$ cat src/rtl/mult_div_ctrl.sv
// mult_div_ctrl
//   Multi-cycle signed multiply/divide unit for the execute stage. It picks
//   up the mul/div instructions that the ALU path skips. It freezes the
//   pipeline while it iterates, then presents the result for the X/M latch.
//
// Ports
//   clock      rising-edge clock
//   reset      asynchronous, active-high reset
//   DXIR       D/X instruction; opcode [31:27], ALU op [6:2]
//   operandA   rs value (post-bypass)
//   operandB   rt value (post-bypass)
//   dxEn       D/X latch enable from the other stall sources (1 = advancing)
//   stall      freeze PC, F/D and D/X; bubble X/M
//   result     product/quotient, valid while resultRdy
//   resultRdy  result/exception valid for the X/M latch this cycle
//   exception  mul overflow, div overflow or div by zero
//   mdIsDiv    completed op was a divide
//
// state | meaning
// IDLE  | waiting; a mul/div in DXIR stalls and latches magnitudes
// BUSY  | one shift-add / restoring-divide iteration per cycle
// DONE  | result presented; leaves when the D/X latch advances

module mult_div_ctrl #(
  parameter int WIDTH = 32,
  parameter int ITER  = 32,
  parameter int CNT_W = 6
) (
  input  logic             clock,
  input  logic             reset,
  input  logic [31:0]      DXIR,
  input  logic [WIDTH-1:0] operandA,
  input  logic [WIDTH-1:0] operandB,
  input  logic             dxEn,
  output logic             stall,
  output logic [WIDTH-1:0] result,
  output logic             resultRdy,
  output logic             exception,
  output logic             mdIsDiv
);

  typedef enum logic [1:0] {IDLE = 2'd0, BUSY = 2'd1, DONE = 2'd2} state_t;

  state_t state, state_nxt;

  logic [CNT_W-1:0]   count;
  logic [WIDTH-1:0]   hi, lo, mcand, res_reg;
  logic               neg, is_div, exc_reg;

  logic               is_mul_op, is_div_op, is_md;
  logic               a_neg, b_neg, b_zero;
  logic [WIDTH-1:0]   a_mag, b_mag;
  logic               last_iter;

  logic [WIDTH:0]     mul_sum, div_sh, div_diff;
  logic               div_ge;
  logic [WIDTH-1:0]   hi_nxt, lo_nxt, quo_s;
  logic [2*WIDTH-1:0] prod, prod_s;
  logic               mul_ovf, div_ovf;
  logic               unused_bits;

  assign is_mul_op = (DXIR[31:27] == 5'd0) && (DXIR[6:2] == 5'd6);
  assign is_div_op = (DXIR[31:27] == 5'd0) && (DXIR[6:2] == 5'd7);
  assign is_md     = is_mul_op | is_div_op;

  // Magnitudes are unsigned, so |-2^(W-1)| still fits in WIDTH bits.
  assign a_neg  = operandA[WIDTH-1];
  assign b_neg  = operandB[WIDTH-1];
  assign a_mag  = a_neg ? -operandA : operandA;
  assign b_mag  = b_neg ? -operandB : operandB;
  assign b_zero = (operandB == '0);

  assign last_iter = (count == CNT_W'(ITER - 1));

  // Multiply: {hi,lo} starts as {0, multiplier}; add multiplicand into hi
  // when lo[0] is set, then shift the whole pair right with the carry.
  assign mul_sum = {1'b0, hi} + (lo[0] ? {1'b0, mcand} : {(WIDTH+1){1'b0}});

  // Divide: hi is the partial remainder, lo shifts the dividend out and the
  // quotient bits in.
  assign div_sh   = {hi, lo[WIDTH-1]};
  assign div_ge   = (div_sh >= {1'b0, mcand});
  assign div_diff = div_sh - {1'b0, mcand};

  assign hi_nxt = is_div ? (div_ge ? div_diff[WIDTH-1:0] : div_sh[WIDTH-1:0])
                         : mul_sum[WIDTH:1];
  assign lo_nxt = is_div ? {lo[WIDTH-2:0], div_ge}
                         : {mul_sum[0], lo[WIDTH-1:1]};

  assign prod   = {hi_nxt, lo_nxt};
  assign prod_s = neg ? -prod : prod;
  assign quo_s  = neg ? -lo_nxt : lo_nxt;

  // Product fits only if its top WIDTH+1 bits are all equal.
  assign mul_ovf = ~((&prod_s[2*WIDTH-1:WIDTH-1]) | ~(|prod_s[2*WIDTH-1:WIDTH-1]));
  // A positive quotient of magnitude 2^(W-1) only arises from MIN / -1.
  assign div_ovf = ~neg & lo_nxt[WIDTH-1];

  assign unused_bits = ^{DXIR[26:7], DXIR[1:0], div_diff[WIDTH]};

  always_ff @(posedge clock or posedge reset) begin
    if (reset) state <= IDLE;
    else       state <= state_nxt;
  end

  always_comb begin
    state_nxt = state;
    stall     = 1'b0;
    result    = '0;
    resultRdy = 1'b0;
    exception = 1'b0;
    mdIsDiv   = 1'b0;
    case (state)
      IDLE: begin
        // Gated by reset so every output reads zero while reset is held.
        stall = is_md & ~reset;
        if (is_md) state_nxt = (is_div_op && b_zero) ? DONE : BUSY;
      end
      BUSY: begin
        stall = 1'b1;
        if (last_iter) state_nxt = DONE;
      end
      DONE: begin
        resultRdy = 1'b1;
        result    = res_reg;
        exception = exc_reg;
        mdIsDiv   = is_div;
        if (dxEn) state_nxt = IDLE;
      end
      default: state_nxt = IDLE;
    endcase
  end

  always_ff @(posedge clock or posedge reset) begin
    if (reset) begin
      count   <= '0;
      hi      <= '0;
      lo      <= '0;
      mcand   <= '0;
      neg     <= 1'b0;
      is_div  <= 1'b0;
      res_reg <= '0;
      exc_reg <= 1'b0;
    end else begin
      case (state)
        IDLE: begin
          if (is_md) begin
            count  <= '0;
            hi     <= '0;
            lo     <= a_mag;
            mcand  <= b_mag;
            neg    <= a_neg ^ b_neg;
            is_div <= is_div_op;
            if (is_div_op && b_zero) begin
              res_reg <= '0;
              exc_reg <= 1'b1;
            end
          end
        end
        BUSY: begin
          hi    <= hi_nxt;
          lo    <= lo_nxt;
          count <= count + 1'b1;
          if (last_iter) begin
            res_reg <= is_div ? quo_s : prod_s[WIDTH-1:0];
            exc_reg <= is_div ? div_ovf : mul_ovf;
          end
        end
        default: ;
      endcase
    end
  end

endmodule

$ cat config.mk
export PLATFORM = sky130hd
export DESIGN_NAME = mult_div_ctrl
export DESIGN_NICKNAME = d
export VERILOG_FILES = /design/src/rtl/mult_div_ctrl.sv
export SDC_FILE = /design/constraint.sdc
export NUM_CORES = 1
export LEC_CHECK = 0
export BUFFER_PORTS_ARGS = -buffer_cell sky130_fd_sc_hd__buf_2
export CORE_MARGIN = 5
export CORE_UTILIZATION = 53
export DETAILED_ROUTE_END_ITERATION = 8
export MAX_ROUTING_LAYER = met4
export PLACE_DENSITY = 0.73
export SLEW_MARGIN = 5
export SYNTH_ARGS = -nofsm -noshare
export SYNTH_HDL_FRONTEND = slang
export SYNTH_SLANG_ARGS = --single-unit
$ cat constraint.sdc
create_clock -name clock -period 8.87 [get_ports clock]
set_input_delay 0.887 -clock clock [delete_from_list [all_inputs] [get_ports clock]]
set_output_delay 0.887 -clock clock [all_outputs]
set_load 0.005 [all_outputs]
==> summary.md <==
| Metric | Value |
|---|---|
| Req. time, crit path | 9.18 ns |
| Clock-pin slew on the worst setup and hold paths | 0.07 ns |
| Post-synth top area share | 0.252 |
| RePlAce Congestion | 0.976 |
| Headroom to the max-slew limit | 0.259 |
| Post-Synthesis Cells | 1757 |
| Final Hold Fails | 0 |
| Setup bufs post-CTS | 0 |
| Sequential share of the synthesized area | 0.252 |
| Post_cts resized | 0 |
| Largest net degree at the start of global routing | 83 |
| Die X | 171 microns |
| Synth cell count leaders | nand2_1, o21ai_0, dfrtp_1 |
| Final instance area | 0.0152 sq mm |
| Share of power burned in registers | 0.208 |
| Synth unique cells | 88 |
| Slowest CP cell | or4b_1 |
| Synth area leaders | dfrtp_1, ha_1, o21ai_0 |
| Synth warn | 0 |
| Post-DP HPWL | 31.2 mm |
| Slew Limit Fails | 0 |
| Area growth syn-to-layout | 9.80% |
| Area of the core | 0.0258 sq mm |
| CTS tree | yes |
| Initial antenna violation count | 0 |
| # port buffers | 112 |
| Die footprint | 0.0294 sq mm |
| Post-route ant nets | 0 |
| Slew @ Worst Pin | 1.11 ns |
| Chip height | 171 microns |
| Area leader, netlist | dfrtp_1 |
| Async SR Flop Fraction | 1.00 |
| Crit-path cells | ha_1 -> o21ai_0 -> o21bai_2 -> o31ai_4 -> o21ai_4 -> a21oi_2 -> nor2_1 -> a21oi_1 -> ha_1 -> o2111ai_1 -> or4_1 -> nand2b_1 -> inv_1 -> nand3_1 -> nor4_2 -> or4b_1 -> o31ai_1 -> xnor2_1 -> o211ai_1 -> or4_1 -> o31ai_1 -> a31oi_1 |
| Internal Power | 2420 uW |
| Rows | 59 |
| Max-Cap Viols | 0 |
| Net count of the finished layout | 1978 |
| Critical path's largest stage delay | 0.66 ns |
| CTS Sinks | 139 |
| HP Class | reg -> reg |
| DRT iter0 DRCs | 1381 |
| Status | finished, final reports clean |
| Final instance count without filler cells | 2157 |
| Most common cell in the netlist | nand2_1 |
| Crit path time final | 7.04 ns |
| Setup violators final | 0 |
| Placed Area | 0.0146 sq mm |
| Starting Density | 0.535 |
| Main synth FF type | dfrtp_1 |
| Max Root-Sink Buffers | 2 |
| Vias | 13600 |
| Clock root cell | clkbuf_16 |
| Total routed wirelength | 42.1 mm |
| Residual DRC count | 0 |
| Sw frac | 0.516 |
| Vias per inst | 6.30 |
| Crit path DAT | 7.34 ns |
| Syn Nets | 1926 |
| First-pass GRT wire length | 67.6 mm |
| Gate power share | 0.635 |
| Grt ovf | 0 |
| Clock Power Share | 0.157 |
| I/O Pins | 135 |
| Flops & latches, synth | 139 |
| Layout cell share with drive strength beyond 1 | 0.127 |
| Syn Area/Cell | 7.86 sq um |
| RSZ-0062 raised after global routing | false |
| Sum Neg Setup Slack | 0 ns |
| Critical path launch point type | flip-flop |
| Cell area after synthesis | 0.0138 sq mm |
| Tcrit/Tclk final | 0.793 |
| R2R setup slack | 1.83 ns |
| Hold buffers post-CTS | 0 |
| Number of H-tree levels | 4 |
| Number of global-route vias before repair | 12500 |
| EDFF count, synth | 0 |
| Clock Latency Late Sink | 0.45 ns |
| Num CTS Buffers | 17 |
| Worst vdd ir | 0.000223 V |
| CP bufs+invs | 1 |
| Final Skew | 0.0169 ns |
| Total GRT Usage | 0.293 |
| Net load switching power | 2570 uW |
| Fmax | 142 MHz |
| # placed instances | 2125 |
| Cell family with most CP delay | simple AND/OR/NAND/NOR gates |
| Antenna cells | 0 |
| Power Density | 329 mW/mm^2 |
| Drt wl/cell | 19.5 microns |
| Pleak | 0.00674 uW |
| Worst Setup End Kind | flip-flop |
| Drt pass-1 iters | 5 |
| Critical path class | reg -> reg |
| Worst-path fanout max | 11 |
tightest hold or removal path, cell delays in order, from the launching register on:
cell and delay [ns]:
dfrtp_1 0.34, nand2_1 0.05, o31ai_1 0.05
cell usage in the layout, fill, tap and decap left out, types with 20 or more instances in the layout:
cell / n
nand2_1: 203
or3_1: 20
a21oi_1: 103
mux2_2: 24
buf_2: 112
a21o_1: 25
inv_1: 62
xor2_1: 78
xnor2_1: 86
o31ai_1: 52
nand2b_1: 20
nor2_1: 104
nand3_1: 41
dfrtp_1: 137
a22oi_1: 28
a31oi_1: 22
and2_1: 75
o21ai_0: 165
nor3_1: 39
mux2i_1: 26
o211ai_1: 20
ha_1: 68
stage by stage:
step / hold slack, ns / power, uW / setup WS, ns / utilization
final: 0.471 / 4990 / 1.83 / 0.587
after global routing: 0.492 / 5340 / 1.43 / 0.587
after CTS: 0.475 / 4920 / 2.00 / 0.587
after detailed placement: 0.460 / 4120 / 2.04 / 0.563
after global placement: 0.454 / 4060 / 2.09 / 0.563
after floorplan: 0.440 / 3330 / 1.99 / -
metal layers:
| layer | track usage | wire length (microns) | part of all wire | up-vias |
|---|---|---|---|---|
| met5 | - | 0 | 0 | - |
| met4 | 0.0668 | 672 | 0.016 | 0 |
| met3 | 0.0476 | 3440 | 0.082 | 56 |
| met2 | 0.436 | 18700 | 0.44 | 556 |
| met1 | 0.421 | 19300 | 0.46 | 6428 |
| li1 | - | - | - | 6544 |
kinds of logic (layout without fill, tap and decap cells):
family	Yosys count	after routing	synth area share
XOR/XNOR	164	164	0.104
adder cells (fa/ha/maj)	70	70	0.0645
flip-flops	139	139	0.252
multiplexers	50	50	0.0384
AO/OA/AOI/OAI	563	563	0.275
AND/OR/NAND/NOR	610	610	0.221
buffers and inverters	161	226	0.0456
power groups by stage:
stage	clock [uW]	combinational [uW]	sequential (uW)
after global routing	808	3460	1070
after CTS	785	3100	1030
after global placement	0	3030	1030
after detailed placement	0	3080	1040
final	785	3170	1040
after floorplan	0	2360	966
worst paths after layout:
check	start	endpoint	cells past startpoint
max	hi[6]$_DFFE_PP0P_	exc_reg$_DFFE_PP0P_	22
min	res_reg[24]$_DFFE_PP0P_	res_reg[24]$_DFFE_PP0P_	2
max reg2reg	hi[6]$_DFFE_PP0P_	exc_reg$_DFFE_PP0P_	22
min reg2reg	res_reg[24]$_DFFE_PP0P_	res_reg[24]$_DFFE_PP0P_	2
max in group asynchronous	reset	neg$_DFFE_PP0P_	3
min in group asynchronous	reset	res_reg[15]$_DFFE_PP0P_	2
layout make-up:
type	count	area (sq um)
clock inverter	13	181
fill	2367	10700
timing repair buffer	130	696
multi-input combinational	1457	9710
sequential	139	3480
inverter	64	245
tap	335	419
clock buffer	19	433
Note: power is estimated with default switching activity, not from simulation.
